<file path="src/rtl/uart_imem_loader_pkg.sv">
// Shared types and constants for the UART instruction-memory boot loader.
package loader_pkg;

   typedef enum logic [2:0] {
      COLLECT,
      EVAL,
      WR_PEND,
      WR_WORD,
      DONE
   } state_t;

   localparam logic [31:0] END_MARKER = 32'hFFFF_FFFF;

   // Width of the byte-lane index within a 32-bit word
   localparam int LANE_W = 2;
   localparam logic [LANE_W-1:0] LAST_LANE = '1;

endpackage

</file>
<file path="src/rtl/uart_imem_loader_if.sv">
// UART byte stream in and instruction-memory write port out, bundled for the loader.
interface uart_imem_loader_if #(
   parameter int ADDR_W = 8
);
   logic              uart_rx_valid;
   logic [7:0]        uart_rx_data;
   logic              uart_rx_break;
   logic              imem_we;
   logic [ADDR_W-1:0] imem_addr;
   logic [31:0]       imem_wdata;

   // master: the environment feeding bytes and receiving memory writes
   modport master (
      output uart_rx_valid, uart_rx_data, uart_rx_break,
      input  imem_we, imem_addr, imem_wdata
   );

   // slave: the loader itself
   modport slave (
      input  uart_rx_valid, uart_rx_data, uart_rx_break,
      output imem_we, imem_addr, imem_wdata
   );
endinterface

</file>
<file path="src/rtl/uart_imem_loader_word_packer.sv">
// Assembles little-endian bytes into 32-bit words; optional inter-byte
// timeout when LOADER_TIMEOUT_EN is defined.
module loader_word_packer
   import loader_pkg::*;
#(
   parameter int TIMEOUT_CYCLES = 65535
) (
   input  logic        clk,
   input  logic        rst,
   input  logic        enable,
   input  logic        rx_valid,
   input  logic [7:0]  rx_data,
   input  logic        rx_break,
   output logic        word_valid,
   output logic [31:0] word
);

   logic [LANE_W-1:0] byte_idx_reg;
   logic              accept;
   logic              discard;
   logic              timeout_hit;

   assign accept     = enable && rx_valid && !rx_break;
   assign discard    = enable && (rx_break || timeout_hit);
   // Strobe on the 4th byte; the full word is readable from `word` next cycle
   assign word_valid = accept && (byte_idx_reg == LAST_LANE);

   always_ff @(posedge clk) begin
      if (rst) begin
         byte_idx_reg <= '0;
      end else if (discard) begin
         byte_idx_reg <= '0;
      end else if (accept) begin
         byte_idx_reg <= byte_idx_reg + LANE_W'(1);
      end
   end

   generate
      for (genvar gi = 0; gi < 4; gi++) begin : g_lane
         logic [7:0] lane_reg;
         always_ff @(posedge clk) begin
            if (rst) begin
               lane_reg <= '0;
            end else if (accept && (byte_idx_reg == LANE_W'(gi))) begin
               lane_reg <= rx_data;
            end
         end
         assign word[gi*8 +: 8] = lane_reg;
      end
   endgenerate

`ifdef LOADER_TIMEOUT_EN
   logic [16:0] idle_cnt_reg;

   assign timeout_hit = enable && (byte_idx_reg != '0) && !accept
                        && (idle_cnt_reg == 17'(TIMEOUT_CYCLES - 1));

   always_ff @(posedge clk) begin
      if (rst) begin
         idle_cnt_reg <= '0;
      end else if (accept || discard || !enable || (byte_idx_reg == '0)) begin
         idle_cnt_reg <= '0;
      end else begin
         idle_cnt_reg <= idle_cnt_reg + 17'd1;
      end
   end
`else
   assign timeout_hit = 1'b0;
`endif

endmodule

</file>
<file path="src/rtl/uart_imem_loader.sv">
// Boot loader: UART bytes -> instruction memory, holds the core in reset until
// the double FFFF_FFFF end marker. Optional feature macro: LOADER_TIMEOUT_EN.
module uart_imem_loader
   import loader_pkg::*;
#(
   parameter int ADDR_W         = 8,
   parameter int TIMEOUT_CYCLES = 65535
) (
   input  logic                clk,
   input  logic                rst,
   uart_imem_loader_if.slave   bus,
   output logic                cpu_rst,
   output logic                write_done,
   output logic                overflow,
   output logic [ADDR_W:0]     word_count
);

   localparam logic [ADDR_W-1:0] ADDR_ONE  = 1;
   localparam logic [ADDR_W:0]   COUNT_ONE = 1;

   state_t              state_reg, state_next;
   logic                pending_reg, pending_next;
   logic                we_reg, we_next;
   logic [ADDR_W-1:0]   addr_reg, addr_next;
   logic [31:0]         wdata_reg, wdata_next;
   logic [ADDR_W:0]     count_reg, count_next;
   logic                overflow_reg, overflow_next;
   logic                done_reg, done_next;
   logic                word_valid;
   logic [31:0]         word;
   logic                addr_last;

   loader_word_packer #(
      .TIMEOUT_CYCLES (TIMEOUT_CYCLES)
   ) u_packer (
      .clk        (clk),
      .rst        (rst),
      .enable     (state_reg == COLLECT),
      .rx_valid   (bus.uart_rx_valid),
      .rx_data    (bus.uart_rx_data),
      .rx_break   (bus.uart_rx_break),
      .word_valid (word_valid),
      .word       (word)
   );

   assign addr_last = (addr_reg == '1);

   always_comb begin
      state_next    = state_reg;
      pending_next  = pending_reg;
      we_next       = 1'b0;
      addr_next     = addr_reg;
      wdata_next    = wdata_reg;
      count_next    = count_reg;
      overflow_next = overflow_reg;

      case (state_reg)
         COLLECT: begin
            if (bus.uart_rx_break) begin
               pending_next = 1'b0;
            end else if (word_valid) begin
               state_next = EVAL;
            end
         end
         EVAL: begin
            // The write pulse is launched here so it lines up with WR_PEND/WR_WORD
            if (word == END_MARKER) begin
               if (pending_reg) begin
                  state_next = DONE;
               end else begin
                  pending_next = 1'b1;
                  state_next   = COLLECT;
               end
            end else if (pending_reg) begin
               state_next = WR_PEND;
               we_next    = 1'b1;
               wdata_next = END_MARKER;
            end else begin
               state_next = WR_WORD;
               we_next    = 1'b1;
               wdata_next = word;
            end
         end
         WR_PEND: begin
            addr_next    = addr_reg + ADDR_ONE;
            count_next   = count_reg + COUNT_ONE;
            pending_next = 1'b0;
            if (addr_last) begin
               state_next    = DONE;
               overflow_next = 1'b1;
            end else begin
               state_next = WR_WORD;
               we_next    = 1'b1;
               wdata_next = word;
            end
         end
         WR_WORD: begin
            addr_next  = addr_reg + ADDR_ONE;
            count_next = count_reg + COUNT_ONE;
            if (addr_last) begin
               state_next    = DONE;
               overflow_next = 1'b1;
            end else begin
               state_next = COLLECT;
            end
         end
         DONE: begin
            state_next = DONE;
         end
         default: begin
            state_next = COLLECT;
         end
      endcase

      done_next = (state_next == DONE);
   end

   always_ff @(posedge clk) begin
      if (rst) begin
         state_reg    <= COLLECT;
         pending_reg  <= 1'b0;
         we_reg       <= 1'b0;
         addr_reg     <= '0;
         wdata_reg    <= '0;
         count_reg    <= '0;
         overflow_reg <= 1'b0;
         done_reg     <= 1'b0;
      end else begin
         state_reg    <= state_next;
         pending_reg  <= pending_next;
         we_reg       <= we_next;
         addr_reg     <= addr_next;
         wdata_reg    <= wdata_next;
         count_reg    <= count_next;
         overflow_reg <= overflow_next;
         done_reg     <= done_next;
      end
   end

   assign bus.imem_we    = we_reg;
   assign bus.imem_addr  = addr_reg;
   assign bus.imem_wdata = wdata_reg;
   assign cpu_rst        = !done_reg;
   assign write_done     = done_reg;
   assign overflow       = overflow_reg;
   assign word_count     = count_reg;

endmodule

</file>
<file path="src/flat_wrapper.sv">
// flat-port wrapper written by rule: the top's interface ports become plain ports
module uart_imem_loader_flat import loader_pkg::*;
#(
   parameter int ADDR_W         = 8,
   parameter int TIMEOUT_CYCLES = 65535
)
  (clk, rst, cpu_rst, write_done, overflow, word_count, bus_uart_rx_valid, bus_uart_rx_data, bus_uart_rx_break, bus_imem_we, bus_imem_addr, bus_imem_wdata);
  uart_imem_loader_if #(.ADDR_W(ADDR_W)) bus_i ();
  input  logic clk;
  input  logic rst;
  output logic cpu_rst;
  output logic write_done;
  output logic overflow;
  output logic [ADDR_W:0] word_count;
  input wire logic [$bits(bus_i.uart_rx_valid)-1:0] bus_uart_rx_valid;
  input wire logic [$bits(bus_i.uart_rx_data)-1:0] bus_uart_rx_data;
  input wire logic [$bits(bus_i.uart_rx_break)-1:0] bus_uart_rx_break;
  output wire logic [$bits(bus_i.imem_we)-1:0] bus_imem_we;
  output wire logic [$bits(bus_i.imem_addr)-1:0] bus_imem_addr;
  output wire logic [$bits(bus_i.imem_wdata)-1:0] bus_imem_wdata;
  assign bus_i.uart_rx_valid = bus_uart_rx_valid;
  assign bus_i.uart_rx_data = bus_uart_rx_data;
  assign bus_i.uart_rx_break = bus_uart_rx_break;
  assign bus_imem_we = bus_i.imem_we;
  assign bus_imem_addr = bus_i.imem_addr;
  assign bus_imem_wdata = bus_i.imem_wdata;
  uart_imem_loader #(.ADDR_W(ADDR_W), .TIMEOUT_CYCLES(TIMEOUT_CYCLES)) u_core (.clk(clk), .rst(rst), .bus(bus_i), .cpu_rst(cpu_rst), .write_done(write_done), .overflow(overflow), .word_count(word_count));
endmodule
</file>
<file path="config.mk">
export PLATFORM = sky130hd
export DESIGN_NAME = uart_imem_loader_flat
export DESIGN_NICKNAME = d
export VERILOG_FILES = /design/src/rtl/uart_imem_loader_pkg.sv /design/src/rtl/uart_imem_loader_if.sv /design/src/rtl/uart_imem_loader_word_packer.sv /design/src/rtl/uart_imem_loader.sv /design/src/flat_wrapper.sv
export SDC_FILE = /design/constraint.sdc
export NUM_CORES = 1
export LEC_CHECK = 0
export BUFFER_PORTS_ARGS = -buffer_cell sky130_fd_sc_hd__buf_2
export CAP_MARGIN = 20
export CORE_ASPECT_RATIO = 0.7
export CORE_MARGIN = 2
export CORE_UTILIZATION = 40
export CTS_BUF_LIST = sky130_fd_sc_hd__clkbuf_8
export CTS_CLUSTER_DIAMETER = 200
export DETAILED_ROUTE_END_ITERATION = 8
export RECOVER_POWER = 50
export SYNTH_ARGS = -nofsm -noshare
export SYNTH_HDL_FRONTEND = slang
export SYNTH_SLANG_ARGS = --single-unit
</file>
<file path="constraint.sdc">
create_clock -name clk -period 4.4 [get_ports clk]
set_input_delay 0.88 -clock clk [delete_from_list [all_inputs] [get_ports clk]]
set_output_delay 0.88 -clock clk [all_outputs]
set_load 0.05 [all_outputs]
</file>
==> results of run 1 <==
[worst max-delay path, cell delays in order]
cell,delay (ps)
clkbuf_1,1250
clkbuf_1,710
o21bai_1,220
a21oi_1,80
[power by group through the flow]
stage / sequential [W] / combinational [W] / clock [W]
final: 0.000915 / 0.000416 / 0.000474
after global routing: 0.000925 / 0.000443 / 0.000531
after CTS: 0.000915 / 0.000423 / 0.000489
after detailed placement: 0.000934 / 0.000422 / 0
after global placement: 0.000932 / 0.000417 / 0
after floorplan: 0.00111 / 0.000152 / 0
[path summary, 6_finish.rpt]
kind / startpoint / end / slack, ps / cells past startpoint
max reg2reg: u_core.bus.imem_addr[0]$_SDFFE_PP0N_ / u_core.bus.imem_wdata[15]$_SDFFE_PP0P_ / 2350 / 6
min: u_core.overflow$_SDFFE_PP0P_ / u_core.overflow$_SDFFE_PP0P_ / 490 / 2
min reg2reg: u_core.overflow$_SDFFE_PP0P_ / u_core.overflow$_SDFFE_PP0P_ / 490 / 2
max: rst / u_core.bus.imem_wdata[5]$_SDFFE_PP0P_ / 1470 / 4
[cell type report]
class / count / area [um^2] / area share
clock buffers: 10 / 138 / 0.0319
clock inverters: 4 / 15.0 / 0.00348
inverters: 3 / 11.3 / 0.00261
multi-input cells: 275 / 1840 / 0.425
flip-flops and latches: 90 / 1800 / 0.417
well taps: 124 / 155 / 0.0359
repair buffers: 70 / 360 / 0.0835
[cell usage in the layout, fill, tap and decap left out, types with 7 or more instances in the layout]
master | synthesis | final
o21bai_1 | 32 | 32
clkbuf_1 | 23 | 40
nor2_1 | 50 | 50
a21oi_1 | 39 | 39
xor2_1 | 7 | 7
dfxtp_1 | 90 | 90
buf_2 | 4 | 25
nand2_1 | 12 | 12
nand4_1 | 12 | 12
inv_1 | 3 | 7
a211oi_1 | 33 | 32
mux2i_1 | 33 | 33
clkbuf_8 | 0 | 10
[kinds of logic (layout without fill, tap and decap cells)]
group           Yosys count  in the layout  synth area share
compound gates          119            119             0.210
simple gates            104            104             0.135
flops                    90             90             0.476
buf+inv                  35             87            0.0420
mux                      33             33            0.0873
xor+xnor                 13             13            0.0301
fa+ha+maj                 6              6            0.0198
[through the flow]
step | std cells | worst slack [ps] | total power [W]
after floorplan | 400 | 2380 | 0.00126
after detailed placement | 559 | 2070 | 0.00136
after global placement | 559 | 2150 | 0.00135
after CTS | 573 | 2050 | 0.00183
final | 576 | 1470 | 0.00181
after global routing | 576 | 1250 | 0.00190
[per-layer routing]
layer  vias up  wire length [um]  GRT usage
met4         0                43     0.0433
li1       1530                 -          -
met5         -                 0          0
met2        75              3600      0.230
met3         5               587     0.0652
met1      1464              4740      0.272
[cells in the mapped netlist, types with 3 or more instances]
cell type	n
clkbuf_1	23
buf_6	3
mux2i_1	33
nand2_1	12
nand3_1	6
ha_1	6
and3_1	3
xor2_1	7
o21ai_0	6
o21bai_1	32
xnor2_1	6
buf_2	4
a211oi_1	33
nor3_1	5
nand4_1	12
inv_1	3
nor2_1	50
dfxtp_1	90
a21oi_1	39
==> results.md, run 1 <==
* Clk_skew at 5.75 ps
* Post-synth EDFFs at 0
* Post-synth top area share at 0.476
* Avg Inst Size Synth at 9.46 um^2
* Highest Clock Rate at 341 MHz
* Power per cell area at 418 nW/um^2
* Combinational fraction of design power at 0.230
* CTS max path bufs at 2
* GRT overflow at 0
* Synth top area cells: dfxtp_1, mux2i_1, a211oi_1
* Initial antenna violation count at 0
* Internal power at 0.00119 W
* Synthesized instance count at 400
* Failing checks: max-capacitance violations, max-slew violations
* DRT Wirelength at 8970 um
* Post-Syn Area at 3780 um^2
* Final Hold Vio Count at 0
* Worst slew pin tran at 1790 ps
* Via count at 3,074
* Pin count of the biggest net entering global routing at 43
* Antenna Violating Nets Remaining at 0
* Placed Area at 4150 um^2
* Ports at 65
* Crit. End Element: register
* Routed vias/inst at 5.34
* Minimum clock period at 2930 ps
* Seq cells post-synth at 90
* CTS Buf Count at 9
* Starting Density at 0.414
* Die W at 120 um
* Net switching power at 0.000613 W
* Worst Path Max Fanout at 42
* Ys flop type: dfxtp_1
* Seq/Total Area, Yosys at 0.476
* Setup-failing EPs final at 0
* RSZ-0062 raised after global routing: false
* Maxcap violations at 1
* Static leakage at 1.93 nW
* Post-CTS Setup Bufs at 0
* # resized after CTS at 0
* H-tree depth reported by CTS at 3
* DRC at 0
* Final number of max-transition violations at 43
* CTS tree: built
* Filler cells at 938
* Largest area contributor in the netlist: dfxtp_1
* Hold Crit Class: reg2reg
* Fin util at 0.472
* Critical Path AT at 3160 ps
* Clk Latency, worst-skew pair at 360 ps
* Ys async rst share at 0
* DP Wirelength at 6090 um
* Worst Path Required at 4630 ps
* Port bufs at 64
* Outcome: complete, but fails checks
* Antenna cell count at 0
* Die Ht at 85.4 um
* Sw frac at 0.340
* Maximum vdd drop at 0.000205 V
* Mapped Nets at 418
* Synth cell types at 39
* Setup CP Type: in2reg
* CTS root buffer: clkbuf_8
* Worst hold margin at 489 ps
* Cts hold-fix bufs at 0
* First-pass GRT wire length at 14,300 um
* WL/cell at 15.6 um
* Clk pwr share at 0.263
* Share of cells above drive strength 1 at 0.0996
* Drt first pass iters at 4
* CP Launch Type: input pin
* Design Area, Final at 4320 um^2
* Seq pwr share at 0.507
* Placer Congestion at 0.787
* Fin crit share at 0.666
* Die area at 10,300 um^2
* Slew HR at -0.191
* P&R area growth vs syn at 14.1%
* Reg clk slew, reported paths at 80 ps
* Starting DRT DRC Count at 163
* Core Box Area at 9140 um^2
* Nets@finish at 467
* Vias in the first global route at 2,656
* Ys Warns at 0
* FP Rows at 29
* Tot GR Track Use at 0.177
* Setup_tns at 0 ps
* CTS sink cnt at 90
(Power assumes the default switching activity.)
==> run 2, diff against run 1 <==
==> constraint.sdc (replaced) <==
create_clock -name clk -period 2.65 [get_ports clk]
set_input_delay 0.53 -clock clk [delete_from_list [all_inputs] [get_ports clk]]
set_output_delay 0.53 -clock clk [all_outputs]
set_load 0.05 [all_outputs]
==> results.md, run 2 (synthesis results as in run 1) <==
* Outcome: finished clean
* H-tree depth reported by CTS at 3 (unchanged)
* GRT overflow at 0 (unchanged)
* CP Buf/Inv Count at 1 (-1)
* Most frequent cells in the layout: dfxtp_1, clkbuf_1, nor2_1, a21oi_1, mux2i_1
* Drt first pass iters at 4 (unchanged)
* DP Wirelength at 6410 um (+5.3%)
* Routed vias/inst at 5.31 (-0.55%)
* Tot GR Track Use at 0.182 (+0.00499)
* Static leakage at 1.87 nW (-2.7%)
* CTS max path bufs at 2 (unchanged)
* Setup_tns at 0 ps (unchanged)
* Post-CTS Setup Bufs at 0 (unchanged)
* Worst Slack Setup Final at 476 ps (-992 ps)
* Hold Crit Class: in2reg
* CP Launch Type: register
* Highest Clock Rate at 460 MHz
* Starting DRT DRC Count at 188 (+15%)
* Via count at 3,089 (+0.49%)
* Pin count of the biggest net entering global routing at 36 (-16%)
* Worst slew pin tran at 692 ps (-1100 ps)
* Initial antenna violation count at 0 (unchanged)
* Critical Path AT at 2400 ps (-760 ps)
* Vias in the first global route at 2,760 (+3.9%)
* CP delay by family, top: compound AO/OA/AOI/OAI gates
* Worst Path Required at 2880 ps (-1750 ps)
* Multi-input logic area at 1830 um^2 (-0.27%)
* Worst Path Max Fanout at 17 (-60%)
* Antenna cell count at 0 (unchanged)
* Nets@finish at 472 (+1.1%)
* DRC at 0 (unchanged)
* Setup-failing EPs final at 0 (unchanged)
* Setup CP Type: reg2reg
* Die Ht at 85.4 um (unchanged)
* Power per cell area at 720 nW/um^2 (+72%)
* Commonest non-fill, non-tap cell in the layout: dfxtp_1
* Register area at 1800 um^2 (unchanged)
* Fin crit share at 0.820
* Crit. End Element: register
* Placer Congestion at 0.793 (+0.74%)
* CTS sink cnt at 90 (unchanged)
* WL/cell at 15.7 um (+0.66%)
* First-pass GRT wire length at 14,500 um (+1.3%)
* Pre-CTS setup slack at 504 ps (-1570 ps)
* Share of cells above drive strength 1 at 0.0830 (-0.0166)
* Filler cells at 908 (-3.2%)
* Clk Latency, worst-skew pair at 360 ps (about the same)
* Maximum vdd drop at 0.000305 V (+49%)
* Antenna Violating Nets Remaining at 0 (unchanged)
* CTS Buf Count at 9 (unchanged)
* Starting Density at 0.414 (unchanged)
* Slew HR at 0.539 (+0.730)
* FP Rows at 29 (unchanged)
* CTS tree: built
* Clk_skew at 6.89 ps (+1.14 ps)
* CTS root buffer: clkbuf_8
* Final Hold Vio Count at 0 (unchanged)
* Reg clk slew, reported paths at 80 ps (about the same)
* Ports at 65 (unchanged)
* Final number of max-transition violations at 0 (-100%)
* Worst hold margin at 474 ps (-14.5 ps)
* Cts hold-fix bufs at 0 (unchanged)
* Placed insts at 567 (+1.4%)
* Maxcap violations at 0 (-1)
* Port bufs at 64 (unchanged)
* Fin util at 0.472 (unchanged)
* Crit-path max cell delay at 570 ps (-680 ps)
* Core Box Area at 9140 um^2 (unchanged)
* Crit-path cells: ha_1 > and3_1 > a211o_1 > buf_4 > a211oi_1 > a21oi_1
* Die W at 120 um (unchanged)
* Die area at 10,300 um^2 (unchanged)
* Minimum clock period at 2170 ps
* RSZ-0062 raised after global routing: false
* DRT Wirelength at 9130 um (+1.7%)
* P&R area growth vs syn at 14.1% (unchanged)
* Slowest cell on the critical path: a211o_1
* # resized after CTS at 0 (unchanged)
* Finished Layout Cells at 582 (+1.0%)
==> run 2: metal layers <==
metal	part of all wire	GRT usage	vias up	wire, um
met5	0	0	-	0
met4	0.012	0.0581	0	112
met3	0.060	0.0511	8	549
met2	0.41	0.253	70	3720
met1	0.52	0.271	1463	4740
li1	-	-	1548	-
==> run 2: stage by stage <==
stage / power, W / area (um^2)
after floorplan: 0.00209 / 3780
after global routing: 0.00326 / 4320
after CTS: 0.00316 / 4390
after global placement: 0.00225 / 4210
after detailed placement: 0.00226 / 4210
final: 0.00311 / 4320
==> run 2: cell type report <==
class	count	area share
Multi-Input combinational cell	275	0.424
Sequential cell	90	0.417
Timing Repair Buffer	75	0.0771
Tap cell	124	0.0359
Clock buffer	10	0.0319
Inverter	3	0.00261
Clock inverter	5	0.0110
==> run 2: power breakdown <==
part	switching, W	total (W)	internal [W]
combinational	0.000509	0.000685	0.000176
clock	0.000461	0.000908	0.000447
sequential	0.0000641	0.00152	0.00145
total	0.00103	0.00311	0.00208
==> run 2: worst paths after layout <==
kind | start | to | slack (ps) | cells past startpoint
max reg2reg | u_core.bus.imem_addr[0]$_SDFFE_PP0N_ | u_core.bus.imem_wdata[29]$_SDFFE_PP0P_ | 480 | 6
min reg2reg | u_core.overflow$_SDFFE_PP0P_ | u_core.overflow$_SDFFE_PP0P_ | 500 | 2
min | bus_uart_rx_data[7] | u_core.u_packer.g_lane[1].lane_reg[7]$_SDFFE_PP0P_ | 470 | 3
max | u_core.bus.imem_addr[0]$_SDFFE_PP0N_ | u_core.bus.imem_wdata[29]$_SDFFE_PP0P_ | 480 | 6
==> run 2: tightest hold or removal path: stages <==
cell,delay [ps]
buf_2,120
mux2i_1,70
nor2_1,70
